===== config.mk =====
export PLATFORM = sky130hd
export DESIGN_NAME = vga_timing_gen
export DESIGN_NICKNAME = d
export VERILOG_FILES = /design/src/rtl/vga_timing_gen.sv
export SDC_FILE = /design/constraint.sdc
export NUM_CORES = 1
export LEC_CHECK = 0
export ABC_AREA = 1
export ABC_CLOCK_PERIOD_IN_PS = 3800
export CAP_MARGIN = 20
export CORE_AREA = 2 2 75 77
export DETAILED_ROUTE_END_ITERATION = 8
export DIE_AREA = 0 0 77 79
export GPL_ROUTABILITY_DRIVEN = 0
export PLACE_DENSITY = 0.68
export SETUP_SLACK_MARGIN = 0.4
export SYNTH_ARGS = -nofsm -noshare
export SYNTH_HDL_FRONTEND = slang
export SYNTH_SLANG_ARGS = --single-unit

===== constraint.sdc =====
create_clock -name vga_clk -period 3.8 [get_ports vga_clk]
set_input_delay 0.76 -clock vga_clk [delete_from_list [all_inputs] [get_ports vga_clk]]
set_output_delay 0.76 -clock vga_clk [all_outputs]
set_load 0.005 [all_outputs]

===== src/rtl/vga_timing_gen.sv =====
// VGA raster timing generator: pixel/line counters, blank decode, pipelined
// active-low syncs aligned to the renderer's two-stage pixel path, and strobes.
module vga_timing_gen #(
  parameter int unsigned H_VISIBLE  = 640,
  parameter int unsigned H_FP       = 16,
  parameter int unsigned H_SYNC     = 96,
  parameter int unsigned H_BP       = 48,
  parameter int unsigned V_VISIBLE  = 480,
  parameter int unsigned V_FP       = 10,
  parameter int unsigned V_SYNC     = 2,
  parameter int unsigned V_BP       = 33,
  parameter int unsigned PIPE_DELAY = 2
) (
  input  logic       vga_clk,
  input  logic       reset_n,
  output logic [9:0] DrawX,
  output logic [9:0] DrawY,
  output logic       blank,
  output logic       hs,
  output logic       vs,
  output logic       line_start,
  output logic       frame_start,
  output logic [7:0] frame_count
);

  localparam int unsigned H_TOTAL  = H_VISIBLE + H_FP + H_SYNC + H_BP;
  localparam int unsigned V_TOTAL  = V_VISIBLE + V_FP + V_SYNC + V_BP;
  localparam int unsigned HS_START = H_VISIBLE + H_FP;
  localparam int unsigned HS_END   = HS_START + H_SYNC;
  localparam int unsigned VS_START = V_VISIBLE + V_FP;
  localparam int unsigned VS_END   = VS_START + V_SYNC;

  logic [9:0] hc_q, hc_d;
  logic [9:0] vc_q, vc_d;
  logic       line_start_q, line_start_d;
  logic       frame_start_q, frame_start_d;
  logic [7:0] frame_count_q, frame_count_d;
  logic       h_wrap, v_wrap;
  logic       hs_raw, vs_raw;
  logic [10:0] hc_ext, vc_ext;

  assign hc_ext = {1'b0, hc_q};
  assign vc_ext = {1'b0, vc_q};

  always_comb begin
    h_wrap        = (hc_q == 10'(H_TOTAL - 1));
    v_wrap        = (vc_q == 10'(V_TOTAL - 1));
    hc_d          = h_wrap ? '0 : hc_q + 10'd1;
    vc_d          = vc_q;
    if (h_wrap) begin
      vc_d = v_wrap ? '0 : vc_q + 10'd1;
    end
    // Strobes are computed one clock early so they line up with the (0,*) count.
    line_start_d  = h_wrap;
    frame_start_d = h_wrap && v_wrap;
    frame_count_d = frame_start_d ? frame_count_q + 8'd1 : frame_count_q;
  end

  always_ff @(posedge vga_clk or negedge reset_n) begin
    if (!reset_n) begin
      hc_q          <= '0;
      vc_q          <= '0;
      line_start_q  <= 1'b0;
      frame_start_q <= 1'b0;
      frame_count_q <= '0;
    end else begin
      hc_q          <= hc_d;
      vc_q          <= vc_d;
      line_start_q  <= line_start_d;
      frame_start_q <= frame_start_d;
      frame_count_q <= frame_count_d;
    end
  end

  // 11-bit compares keep the decode correct when a boundary equals 1024.
  always_comb begin
    hs_raw = !((hc_ext >= 11'(HS_START)) && (hc_ext < 11'(HS_END)));
    vs_raw = !((vc_ext >= 11'(VS_START)) && (vc_ext < 11'(VS_END)));
    blank  = (hc_ext < 11'(H_VISIBLE)) && (vc_ext < 11'(V_VISIBLE));
  end

  generate
    if (PIPE_DELAY == 0) begin : g_sync_direct
      assign hs = hs_raw;
      assign vs = vs_raw;
    end else begin : g_sync_pipe
      logic [1:0] sync_pipe_q [PIPE_DELAY];

      always_ff @(posedge vga_clk or negedge reset_n) begin
        if (!reset_n) begin
          for (int unsigned i = 0; i < PIPE_DELAY; i++) begin
            sync_pipe_q[i] <= '1;
          end
        end else begin
          sync_pipe_q[0] <= {hs_raw, vs_raw};
          for (int unsigned i = 1; i < PIPE_DELAY; i++) begin
            sync_pipe_q[i] <= sync_pipe_q[i-1];
          end
        end
      end

      assign hs = sync_pipe_q[PIPE_DELAY-1][1];
      assign vs = sync_pipe_q[PIPE_DELAY-1][0];
    end
  endgenerate

  assign DrawX       = hc_q;
  assign DrawY       = vc_q;
  assign line_start  = line_start_q;
  assign frame_start = frame_start_q;
  assign frame_count = frame_count_q;

endmodule


-- Yosys cells after proc, flatten, opt, wreduce, memory -nomap -nowiden
Index checks and enable logic that the tools add are counted.
- output and inout bits: 33
- bits of input ports: 2
- register bits after elaboration: 34
- logic and storage cells: 26
- multiplexer cells: 2
- magnitude comparators: 6
- $add $sub $neg: 3
- equality and inequality tests: 2
- reduce and logical (&&, ||, !) cells: 6
- operators by type and width (cell ; number):
    10-bit by 1-bit adder with 10-bit output (second input constant) ; 2
    10-bit == test (second input constant) ; 2
    10-bit < comparator (second input constant) ; 2
    10-bit by 9-bit < comparator with 1-bit output (second input constant) ; 2
    10-bit two-way mux ; 2
    10-bit greater-or-equal comparator (second input constant) ; 1
    10-bit by 9-bit greater-or-equal comparator with 1-bit output (second input constant) ; 1
    8-bit by 1-bit adder with 8-bit output (second input constant) ; 1
    1-bit logical AND ; 4
    1-bit zero test ; 2

-- Depth between registers and ports, before layout
Gate-level depths: netlist (run 1).
- word-level depth: 3
- mapped depth: 9
- mapped depth without buffers: 9

-- Worst setup path before layout (run 1)
OpenSTA, ideal clock, no wires.
- path type: register -> output
- from: register hc_q[7], in the netlist DrawX[7]
- to: output blank
- cell stages (with the launch flop): 6
- slack: 2.248 ns
- buffers on the path: 0
- data required time: 3.040 ns
- arrival: 0.792 ns
- cells stage by stage: dfrtp_1 > inv_1 > nor2_1 > nand2_1 > nand3_1 > nor2_1
- cells in the longest elaborated chain, start to end: 2
- RTL lines (element ; RTL line ; RTL):
    from (decl) ; 33 ; logic [9:0] hc_q, hc_d;
    from (signal assigned) ; 61 ; hc_q <= '0;
    from (signal assigned) ; 67 ; hc_q <= hc_d;
    10-bit < comparator ; 79 ; blank = (hc_ext < 11'(H_VISIBLE)) && (vc_ext < 11'(V_VISIBLE));
    1-bit logical AND ; 79 ;
    to (decl) ; 18 ; output logic blank,
No other way between the ends.

-- Final worst setup path (run 1)
Ends and elaborated chain as after synthesis.

==> results of run 1 <==
-- flip-flops by register name (all words and copies together) (netlist names) --
signal                   cells
frame_count                  8
frame_start                  1
DrawY                       10
hs                           1
vs                           1
line_start                   1
g_sync_pipe.sync_pipe_q      2
DrawX                       10
-- layout by cell type, fill, tap and decap left out, types with 2 or more instances in the layout --
cell type and count:
ha_1 6, nand2_1 65, nor2_1 30, clkdlybuf4s50_1 34, dfstp_2 4, nor2_2 2, xor2_1 13, xnor2_1 2
inv_1 29, dfrtp_1 30, nand3_1 16, nor2_4 4, clkbuf_8 6, nand2_2 3, o21ai_0 5, nand4_1 6
a21oi_1 2
-- metal layers --
layer  wire length, µm  global-route usage
met1              1830               0.186
met2              1800               0.217
met3               187              0.0364
met4                70              0.0589
met5                 0                   0
-- cell type report --
cell class | instances | area (µm²)
clock buffer | 7 | 86.3
clock inverter | 1 | 30.0
fill | 550 | 2940
inverter | 30 | 113
multi-input combinational | 162 | 871
sequential | 34 | 856
tap | 72 | 90.1
timing repair buffer | 35 | 348
-- through the flow --
step           area [µm²]  hold WS [ns]  power, mW  std cells   util
3_5_place_dp         2280         0.347      0.378        333  0.427
3_3_place_gp         2280         0.347      0.378        333  0.427
4_1_cts              2390         0.357      0.729        341  0.448
2_1_floorplan        1850         0.345      0.369        227      -
6_report             2390         0.356      0.715        341  0.448
5_1_grt              2390         0.365      0.748        341  0.448
-- synth_stat cells --
cell      number  area share
dfstp_2        4       0.057
inv_1         29       0.059
nand3_2        1      0.0054
xnor2_1        2      0.0095
o21bai_1       1      0.0041
xor2_1        13       0.062
nand2_2        3       0.010
a31oi_1        1      0.0034
o211ai_1       1      0.0041
nand3_1       16       0.043
ha_1           6       0.041
buf_6          1      0.0061
nor2_4         4       0.024
o21ai_0        5       0.014
nand3b_1       1      0.0041
inv_2          1      0.0020
a21oi_1        2      0.0054
nor2_2         2      0.0068
nand4_2        1      0.0068
nand2_1       65        0.13
nor4_1         1      0.0034
dfrtp_1       30        0.41
nand4_1        6       0.020
nor2_1        30       0.061
nand4_4        1       0.011
-- kinds of logic after synthesis --
kind of cell,share of synthesized area
compound gates,0.0304
xor+xnor,0.0710
fa+ha+maj,0.0406
buf+inv,0.0669
flops,0.462
simple gates,0.329
-- power by group through the flow --
| stage | Sequential [mW] | Clock (mW) | Combinational, mW |
|---|---|---|---|
| 3_3_place_gp | 0.369 | 0 | 0.00935 |
| 3_5_place_dp | 0.369 | 0 | 0.00944 |
| 4_1_cts | 0.362 | 0.358 | 0.00948 |
| 6_report | 0.362 | 0.345 | 0.00850 |
| 5_1_grt | 0.362 | 0.376 | 0.0105 |
| 2_1_floorplan | 0.369 | 0 | 0.000000559 |
-- worst max-delay path by stage --
stage,from,to,slack [ns]
2_1_floorplan,DrawX[7],blank,2.25
3_3_place_gp,DrawX[7],blank,1.71
3_5_place_dp,DrawX[7],blank,1.70
4_1_cts,DrawX[7],blank,1.37
5_1_grt,DrawX[7],blank,1.27
6_report,DrawX[7],blank,1.39
==> metrics.yaml, run 1 <==
critical_path:
  worst-path-max-fanout: 6
  timing.critical_path.slowest_stage_cell: "clkdlybuf4s50_1"
  r2r_end: "frame_count[5]"
  crit_required_ns: 3.04
  r2r_slack_ns: 1.99
  worstPathCellList: "inv_1 -> nor2_1 -> nand2_1 -> nand3_1 -> nor2_1 -> clkdlybuf4s50_1"
  largest_delay_contributor_family_on_the_critical_path: "buffers and inverters"
  crit_path_start_kind: "register"
  crit_path_max_incr_delay_ns: 0.51
  r2r_cells: 8
  r2r_start: "DrawX[0]"
  critical_path_depth: 6
  category_of_the_critical_setup_timing_path: "register to primary output"
  end_kind: "primary output"
  cp.arrival_ns: 1.65
  crit_path_frequent_cell: "nor2_1"
  timing.critical_path.buf_inv: 2
timing:
  rsz0062_at_grt: "false"
  finalSetupViolCount: 0
  timing.slew.headroom: 0.708
  fin_worst_skew_ns: 0.00796
  post-route-worst-setup-slack_ns: 1.39
  period_needed_ns: 2.41
  timing_max_transition_violations_final: 0
  final_min_period_over_clock_period: 0.634
  tns_ns: 0
  fmax_mhz: 415
  final_hold_viol_count: 0
  worst_pin_slew_ns: 0.438
logic_synthesis:
  synth_area_per_cell_um2: 8.15
  synth_area_um2: 1850
  yosys_reg_bits: 34
  ys_warn_count: 0
  seq_area_frac_synth: 0.462
  synthCells: 227
  synth.distinct_cells: 25
  mappedNetlistNets: 235
layout:
  antenna_diode_count: 0
  area_delta_synth_final_pct: 29.3
  drive_above_1_share: 0.0929
  final_net_count: 276
global_route:
  wire_length_of_the_first_global_routing_pass_um: 6630
  grt_pass1_vias: 1384
  all_layer_gr_usage: 0.140
  grt_total_ovfl: 0
  antenna_found_initial: 0
  largest_net_degree_at_the_start_of_global_routing: 35
min_path:
  hold_depth: 0
  min-delay-path-class: "register to register"
  holdCritStartpoint: "g_sync_pipe.sync_pipe_q[3]"
  hold_path_end: "hs"
flow_run:
  cap_viol_max_count: 0
cts:
  clock-sinks: 34
  numCtsBuffers: 5
  clock_latency_reported_for_the_late_side_of_the_worst_skew_pair_ns: 0.29
  clkTransAtPathRegs_ns: 0.06
  cts_tree: "yes"
  cts.repair_timing.setup_buffer_count: 0
  post_cts_hold_buffer_count: 0
  clock_tree.htree_level_count: 2
  clockRootBuffer: "clkbuf_8"
  cts_resized: 0
  cts_buffer_depth: 2
routing:
  first_pass_iters: 4
  detail-route-antenna-nets: 0
  vias: 1531
  remaining_drc_errors: 0
  dr.first_iter.drc_count: 57
  wl_per_cell_um: 11.4
  drt-total-wl_um: 3880
  routed_via_density: 4.49
floorplanning:
  row_count: 27
  core-area_um2: 5340
  dieArea_um2: 6080
  die_w_um: 77
  dieHeight_um: 79
  number_of_top_level_pins: 35
  initial_core_util: 0.347
power_and_ir_drop:
  power.internal_mw: 0.577
  power_density_nw_per_um2: 299
  seq_power_share: 0.506
  p_comb_frac: 0.012
  net_switching_power_of_the_design_mw: 0.138
  vdd_ir_drop_max_mv: 0.127
  power.share.switching: 0.193
  power.clock.fraction: 0.482
  cellLeakagePower_nw: 1.18
status:
  outcome: "completed"
placed_design:
  detailedPlace.worstSlack_ns: 1.70
  port_buffers: 34
  post-dp-hpwl_um: 2830
(Power assumes the default switching activity.)
==> inputs of run 2 (changes only) <==
- ABC_CLOCK_PERIOD_IN_PS: 3800 -> 2000
- PLACE_DENSITY: 0.68 -> 0.7
- clock period: 3.8 -> 2 ns (I/O delays scaled with it)
==> run 2 against run 1 <==
Net effect: count of clock-buffer cells in the layout decreased by 1; first-iteration DRC count rose by 16%; clock power is 54% higher; combinational power grew 91%; largest cell class unchanged; hold slack improved by 0.0020 ns.
==> metrics.yaml, run 2 (synthesis gave the netlist of run 1 again) <==
status:
  outcome: "completed"
cts:
  clockRootBuffer: "clkbuf_8"
  clock-sinks: 34  # unchanged
  cts_tree: "yes"
  numCtsBuffers: 5  # unchanged
  cts_buffer_depth: 2  # unchanged
  clkTransAtPathRegs_ns: 0.07  # about the same
  clock_latency_reported_for_the_late_side_of_the_worst_skew_pair_ns: 0.29  # about the same
  clock_tree.htree_level_count: 2  # unchanged
critical_path:
  r2r_slack_ns: 0.48  # -1.51 ns
  worst-path-max-fanout: 3  # -3
  crit_required_ns: 1.60  # -1.44 ns
  category_of_the_critical_setup_timing_path: "register to primary output"
  crit_path_start_kind: "register"
  cp.arrival_ns: 1.20  # -0.45 ns
  worstPathCellList: "inv_2 -> nor2_2 -> nand2_1 -> nand3_1 -> nor2_1 -> buf_2"
  r2r_end: "DrawY[0]"
  r2r_cells: 8  # unchanged
  timing.critical_path.slowest_stage_cell: "dfrtp_1"
  largest_delay_contributor_family_on_the_critical_path: "flip-flops"
  r2r_start: "DrawX[1]"
  end_kind: "primary output"
  timing.critical_path.buf_inv: 2  # unchanged
  crit_path_max_incr_delay_ns: 0.40  # -0.11 ns
global_route:
  wire_length_of_the_first_global_routing_pass_um: 7620  # +15%
  all_layer_gr_usage: 0.158  # +0.0185
  grt_pass1_vias: 1709  # +23%
  grt_total_ovfl: 0  # unchanged
  antenna_found_initial: 0  # unchanged
  largest_net_degree_at_the_start_of_global_routing: 35  # unchanged
routing:
  drt-total-wl_um: 4350  # +12%
  dr.first_iter.drc_count: 66  # +16%
  vias: 1693  # +11%
  remaining_drc_errors: 0  # unchanged
  wl_per_cell_um: 11.5  # +1.4%
  routed_via_density: 4.49  # about the same
  first_pass_iters: 4  # unchanged
  detail-route-antenna-nets: 0  # unchanged
timing:
  rsz0062_at_grt: "true"
  fin_worst_skew_ns: 0.00808  # +0.000120 ns
  worst_pin_slew_ns: 0.435  # -0.00306 ns
  final_hold_viol_count: 0  # unchanged
  final_min_period_over_clock_period: 0.800
  period_needed_ns: 1.60
  timing_max_transition_violations_final: 0  # unchanged
  finalSetupViolCount: 0  # unchanged
  post-route-worst-setup-slack_ns: 0.400  # -0.991 ns
  fmax_mhz: 625
  tns_ns: 0  # unchanged
  timing.slew.headroom: 0.710  # +0.00204
floorplanning:
  core-area_um2: 5340  # unchanged
  row_count: 27  # unchanged
  dieArea_um2: 6080  # unchanged
  initial_core_util: 0.347  # unchanged
  die_w_um: 77  # unchanged
  dieHeight_um: 79  # unchanged
  number_of_top_level_pins: 35  # unchanged
flow_run:
  cap_viol_max_count: 0  # unchanged
min_path:
  holdCritStartpoint: "g_sync_pipe.sync_pipe_q[2]"
  hold_path_end: "vs"
  hold_depth: 0  # unchanged
  min-delay-path-class: "register to register"
power_and_ir_drop:
  post-layout-total-power_mw: 1.24  # +73%
  power.clock.fraction: 0.431  # -0.051
  p_comb_frac: 0.013  # about the same
  power_density_nw_per_um2: 461  # +54%
  net_switching_power_of_the_design_mw: 0.270  # +95%
  vdd_ir_drop_max_mv: 0.252  # +99%
  cellLeakagePower_nw: 1.54  # +30%
  power.share.switching: 0.218  # +0.0250
  power.internal_mw: 0.967  # +68%
  seq_power_share: 0.556  # +0.050
placed_design:
  detailedPlace.worstSlack_ns: 0.256  # -1.45 ns
  post-dp-hpwl_um: 2950  # +4.2%
  port_buffers: 34  # unchanged
  placed_cell_area_um2: 2300  # +0.99%
layout:
  layout.core_utilization: 0.502  # +0.0539
  antenna_diode_count: 0  # unchanged
  final_design_area_no_fill_um2: 2680  # +12%
  area_delta_synth_final_pct: 44.9
  most_common_library_cell_in_the_layout_ignoring_fill_and_taps: "nand2_1"
  final_net_count: 312  # +13%
  layout_common_cells: "64 x nand2_1, 35 x buf_4, 29 x nor2_1"
  drive_above_1_share: 0.252  # +0.160
-- run 2: cell count changes in the layout (fill, tap and decap cells not counted), moves of 2 or more --
cell,before,now
buf_4,1,35
clkdlybuf4s50_1,34,14
dlymetal6s2s_1,0,11
dfrtp_1,30,21
dfrtp_2,0,9
dlygate4sd2_1,0,8
buf_6,0,2
inv_1,29,27
inv_2,1,3
-- run 2: how the worst max path moves through the flow --
stage,startpoint,cells past startpoint,endpoint
final,DrawX[7],6,blank
after global routing,DrawX[7],6,blank
after CTS,DrawX[7],6,blank
after detailed placement,DrawX[7],6,blank
after global placement,DrawX[7],6,blank
after floorplan,DrawX[0],8,frame_count[4]
-- run 2: area by class of cell --
cell class                      instances  area (µm²)
Sequential cell                        34         867
Clock inverter                          2        12.5
Multi-Input combinational cell        162         878
Clock buffer                            6        82.6
Timing Repair Buffer                   71         638
Tap cell                               72        90.1
Inverter                               30         113
Fill cell                             538        2660
-- run 2: power by group through the flow --
stage / registers [mW] / clock network (mW) / logic [mW]
global placement: 0.701 / 0 / 0.0177
detailed placement: 0.701 / 0 / 0.0178
floorplan: 0.701 / 0 / 0.000000559
finish: 0.687 / 0.533 / 0.0162
global route: 0.687 / 0.597 / 0.0200
CTS: 0.687 / 0.555 / 0.0178
-- run 2: routing by layer --
metal | global-route usage | up-vias | wire length (µm)
met5 | 0 | - | 0
met4 | 0.0643 | 0 | 25
met3 | 0.0443 | 4 | 172
met2 | 0.263 | 32 | 2170
met1 | 0.195 | 796 | 1980
li1 | - | 861 | -
-- run 2: timing repair --
| action | in CTS | in global routing |
|---|---|---|
| setup endpoints to repair | 38 | 29 |
| gates resized for setup | 21 | 18 |
| hold buffers | 0 | 0 |
| setup buffers | 25 | 8 |
| pin swaps | 0 | 3 |
-- run 2: through the flow --
stage / instances / hold slack, ns
after floorplan: 227 / 0.104
after global placement: 336 / 0.346
after detailed placement: 336 / 0.348
after CTS: 369 / 0.360
after global routing: 377 / 0.360
final: 377 / 0.358
==> inputs of run 3 (changes only) <==
- ABC_CLOCK_PERIOD_IN_PS: 2000 -> 1300
- clock period: 2 -> 1.3 ns (I/O delays scaled with it)
==> run 3 against run 2 <==
Net effect: highest routed layer unchanged; count of clock-buffer cells in the layout decreased by 1; first-iteration DRC count increased by 68%; final cell count increased by 16%; routed wire length increased by 50%; worst setup slack got worse by 0.63 ns; utilization increased by 16 points; the flow now finishes with violations (setup timing); sequential share of layout area decreased by 7.8 points.
==> metrics.yaml, run 3 (synthesis gave the netlist of run 1 again) <==
timing:
  final_hold_viol_count: 0  # unchanged
  period_needed_ns: 1.53
  finalSetupViolCount: 40  # +40
  worst_pin_slew_ns: 0.255  # -0.180 ns
  post-route-worst-setup-slack_ns: -0.226  # -0.627 ns
  final_min_period_over_clock_period: 1.17
  timing.slew.headroom: 0.830  # +0.120
  timing_max_transition_violations_final: 0  # unchanged
  fin_worst_skew_ns: 0.00800  # -0.0000870 ns
  fmax_mhz: 655
  tns_ns: -5.31  # -5.31 ns
  rsz0062_at_grt: "true"
layout:
  layout_common_cells: "60 x nand2_1, 57 x buf_6, 51 x buf_4"
  area_delta_synth_final_pct: 89.8
  final_net_count: 371  # +19%
  final_design_area_no_fill_um2: 3510  # +31%
  post_layout_nonfiller_instances: 436  # +16%
  layout.core_utilization: 0.658  # +0.156
  drive_above_1_share: 0.549  # +0.297
  fill_cells: 421  # -22%
  antenna_diode_count: 0  # unchanged
  most_common_library_cell_in_the_layout_ignoring_fill_and_taps: "nand2_1"
floorplanning:
  initial_core_util: 0.347  # unchanged
  row_count: 27  # unchanged
  dieArea_um2: 6080  # unchanged
  number_of_top_level_pins: 35  # unchanged
  dieHeight_um: 79  # unchanged
  die_w_um: 77  # unchanged
  core-area_um2: 5340  # unchanged
status:
  outcome: "finished with violations"
  failed_checks: "setup timing"
cts:
  cts_tree: "yes"
  clock_latency_reported_for_the_late_side_of_the_worst_skew_pair_ns: 0.29  # about the same
  clkTransAtPathRegs_ns: 0.08  # about the same
  clockRootBuffer: "clkbuf_8"
  cts_buffer_depth: 2  # unchanged
  numCtsBuffers: 5  # unchanged
  clock-sinks: 34  # unchanged
  clock_tree.htree_level_count: 2  # unchanged
placed_design:
  post-dp-hpwl_um: 3190  # +8.3%
  port_buffers: 34  # unchanged
  placed_cell_area_um2: 2600  # +13%
  number_of_cells_after_detailed_placement: 367  # +9.2%
critical_path:
  crit_path_start_kind: "register"
  category_of_the_critical_setup_timing_path: "register to register"
  end_kind: "register"
  timing.critical_path.from: "DrawX[1]"
  r2r_start: "DrawX[1]"
  worst-path-max-fanout: 6  # +3
  crit_required_ns: 1.53  # -0.07 ns
  cp.arrival_ns: 1.76  # +0.56 ns
routing:
  remaining_drc_errors: 0  # unchanged
  routed_via_density: 4.76  # +5.9%
  first_pass_iters: 4  # unchanged
  drt-total-wl_um: 6540  # +50%
  dr.first_iter.drc_count: 111  # +68%
  vias: 2074  # +23%
  detail-route-antenna-nets: 0  # unchanged
  wl_per_cell_um: 15.0  # +30%
power_and_ir_drop:
  vdd_ir_drop_max_mv: 0.970  # +290%
  cellLeakagePower_nw: 1.87  # +21%
  power_density_nw_per_um2: 652  # +41%
global_route:
  grt_pass1_vias: 2106  # +23%
  wire_length_of_the_first_global_routing_pass_um: 9750  # +28%
  antenna_found_initial: 0  # unchanged
  grt_total_ovfl: 0  # unchanged
  largest_net_degree_at_the_start_of_global_routing: 35  # unchanged
  all_layer_gr_usage: 0.205  # +0.0471
flow_run:
  cap_viol_max_count: 0  # unchanged
min_path:
  min-delay-path-class: "primary input to asynchronous set/reset pin"
-- run 3: cell types whose count changed in the layout (fill, tap and decap cells not counted), sizes merged --
cell,change
clkdlybuf4s50,-13
clkinvlp,-1
dlymetal6s2s,-11
bufinv,+2
dlygate4sd2,-8
clkdlybuf4s15,+3
clkbuf,+2
buf,+85
-- run 3: final cells by class --
class	instances	area [µm²]	area share
Timing Repair Buffer	130	1180	0.337
Multi-Input combinational cell	162	1120	0.319
Sequential cell	34	863	0.246
Inverter	30	115	0.0328
Tap cell	72	90.1	0.0257
Clock buffer	5	68.8	0.0196
Clock inverter	3	68.8	0.0196
-- run 3: repair_timing --
item                                   CTS  global route
setup buffers                           55             6
setup endpoints to repair               65            65
gates resized for setup                194            45
hold buffers                             0             0
endpoints found under the hold margin    0             0
pin swaps                               37            21
-- run 3: worst paths after layout --
kind,depth (start not counted),endpoint,slack [ns]
setup / recovery,9,DrawY[4],-0.23
hold / removal,2,DrawX[7],0.32
setup reg to reg,9,DrawY[4],-0.23
hold reg to reg,0,vs,0.36
max in group asynchronous,2,hs,0.72
min in group vga_clk,0,vs,0.36
-- run 3: power by group --
group,internal [mW],leakage [nW],switching [mW]
clock,0.769,0.0683,0.435
sequential,1.06,0.440,0
combinational,0.00884,1.36,0.0209
-- run 3: stage by stage --
| step | power (mW) | setup WS (ns) | hold slack [ns] |
|---|---|---|---|
| after floorplan | 1.08 | -0.0480 | -0.0356 |
| after global placement | 1.11 | -0.150 | 0.346 |
| after detailed placement | 1.11 | -0.225 | 0.347 |
| after CTS | 2.30 | -0.168 | 0.332 |
| after global routing | 2.35 | -0.299 | 0.356 |
| final | 2.29 | -0.226 | 0.317 |
-- run 3: critical path, cell delays in order (launching register included) --
cell and delay (ns):
dfrtp_2 0.37, buf_6 0.10, ha_4 0.14, nand2_4 0.05
nor2_4 0.14, nand3_2 0.12, nor2_4 0.20, buf_6 0.17
nand4_1 0.09, nand2_1 0.08
-- run 3: layer usage --
| metal | wire [µm] | vias up | track usage | share of wire |
|---|---|---|---|---|
| li1 | - | 984 | - | - |
| met1 | 2650 | 998 | 0.232 | 0.40 |
| met2 | 3390 | 69 | 0.374 | 0.52 |
| met3 | 317 | 23 | 0.0466 | 0.048 |
| met4 | 181 | 0 | 0.0857 | 0.028 |
| met5 | 0 | - | 0 | 0 |
==> patch (flow settings as in run 3) <==
Make the reset (`reset_n`) synchronous in 2 clocked blocks.
--- a/src/rtl/vga_timing_gen.sv
+++ b/src/rtl/vga_timing_gen.sv
@@ -56,7 +56,7 @@
     frame_count_d = frame_start_d ? frame_count_q + 8'd1 : frame_count_q;
   end
 
-  always_ff @(posedge vga_clk or negedge reset_n) begin
+  always_ff @(posedge vga_clk) begin
     if (!reset_n) begin
       hc_q          <= '0;
       vc_q          <= '0;
@@ -86,7 +86,7 @@
     end else begin : g_sync_pipe
       logic [1:0] sync_pipe_q [PIPE_DELAY];
 
-      always_ff @(posedge vga_clk or negedge reset_n) begin
+      always_ff @(posedge vga_clk) begin
         if (!reset_n) begin
           for (int unsigned i = 0; i < PIPE_DELAY; i++) begin
             sync_pipe_q[i] <= '1;
Function: differs if reset_n is asserted again (counterexample within 4 cycles, from zero or initial values and one cycle with reset_n low); with reset_n held inactive, the same outputs for 10 cycles.
==> patch against run 3 <==
The flow still finishes with violations (negative setup slack). Hold slack better by 0.11 ns. Synthesized area fell by 4.2%. Sequential cell count is the same. Largest cell class is now multi-input gates. Fmax rose by 3.9%. Cell area fell by 3.5%. Sequential share of layout area decreased by 2.3 points. Critical path type unchanged. Routed wire length decreased by 6.2%. Core utilization is 2.3 points lower. Setup slack better by 0.057 ns.
Power is not compared: it rests on default switching activity, and its combinational part moved more than twofold at a synthesized area within 25%.
==> patch: results (changes against run 3) <==
Worst Path Arrival: 1.70 ns (was 1.76 ns)
Sequential share of the synthesized area: 0.384 (was 0.462)
Slowest stage delay, CP: 0.34 ns (was 0.37 ns)
Setup Skew: 0.0126 ns (was 0.00800 ns)
Final setup margin: -0.170 ns (was -0.226 ns)
Final Net Count: 375 (was 371)
Yosys cell types: 28 (was 25)
HPWL Detailed: 3360 um (was 3190 um)
Placed cells: 392 (was 367)
Area contributors post-synth: dfxtp_1, nand2_1, nand3_1, inv_1, nor2_1 (was dfrtp_1, nand2_1, xor2_1, nor2_1, inv_1)
Failing checks: negative setup slack (unchanged)
Top post-synthesis cells by count: nand2_1, dfxtp_1, inv_1 (was nand2_1, dfrtp_1, nor2_1)
Ys async rst share: 0 (was 1.00)
Pre-CTS WS: -0.112 ns (was -0.225 ns)
Finished Layout Cells: 440 (was 436)
Pin count of the biggest net entering global routing: 12 (was 35)
Layout cells sized above 1: 0.601 (was 0.549)
Avg Inst Size Synth: 7.09 um2 (was 8.15 um2)
Global-route wire length before repair: 8890 um (was 9750 um)
Status: finished, violations left (unchanged)
Vias: 2114 (was 2074)
Number of global-route vias before repair: 1961 (was 2106)
CTS resizes: 233 (was 194)
Setup Buffers After CTS: 27 (was 55)
Setup TNS: -2.32 ns (was -5.31 ns)
Setup-failing EPs final: 22 (was 40)
CP max-delay cell: dfxtp_2 (was dfrtp_2)
All-Layer GR Usage: 0.181 (was 0.205)
HP Class: flip-flop to flip-flop (was input pin to async pin)
Syn nets: 258 (was 235)
Relative slew slack: 0.832 (was 0.830)
Drt initial violations: 124 (was 111)
-- patch: power groups by stage --
stage / logic (mW) / clock network, mW / registers [mW]
floorplan: 0.0313 / 0 / 1.08
global placement: 0.0785 / 0 / 1.08
detailed placement: 0.0809 / 0 / 1.08
CTS: 0.0971 / 0.969 / 1.03
global route: 0.134 / 1.02 / 1.03
finish: 0.125 / 0.967 / 1.03
-- patch: final cells by class --
type	instances	area (um2)
Tap cell	72	90.1
Fill cell	427	1950
Clock buffer	8	111
Multi-Input combinational cell	180	1260
Timing Repair Buffer	112	1040
Inverter	34	133
Sequential cell	34	754
-- patch: path summary, 6_finish.rpt --
path	startpoint	endpoint	slack, ns	depth (start not counted)
worst min register to register	g_sync_pipe.sync_pipe_q[0][0]	g_sync_pipe.sync_pipe_q[0][2]	0.43	1
worst max-delay path	DrawX[8]	frame_count[1]	-0.17	11
worst max register to register	DrawX[8]	frame_count[1]	-0.17	11
worst min-delay path	g_sync_pipe.sync_pipe_q[0][0]	g_sync_pipe.sync_pipe_q[0][2]	0.43	1
-- patch: per-stage QoR --
step / cell area [um2] / utilization
after floorplan: 1850 / -
after global placement: 2550 / 0.478
after detailed placement: 2550 / 0.478
after CTS: 3100 / 0.581
after global routing: 3390 / 0.635
final: 3390 / 0.635
-- patch: logic make-up (layout without fill, tap and decap cells) --
logic type / after synthesis / in the layout / synth area share
DFF: 34 / 34 / 0.384
AOI/OAI and AO/OA: 22 / 22 / 0.0685
xor gates and xnor gates: 7 / 7 / 0.0346
buffers and inverters: 36 / 154 / 0.0805
and+or+nand+nor: 145 / 145 / 0.390
adders and majority gates: 6 / 6 / 0.0423
-- patch: metal layers --
layer	vias up	track usage	routed length, um
li1	1038	-	-
met4	0	0.0714	220
met1	1015	0.217	2640
met2	40	0.318	3090
met3	21	0.0364	186
met5	-	0	0
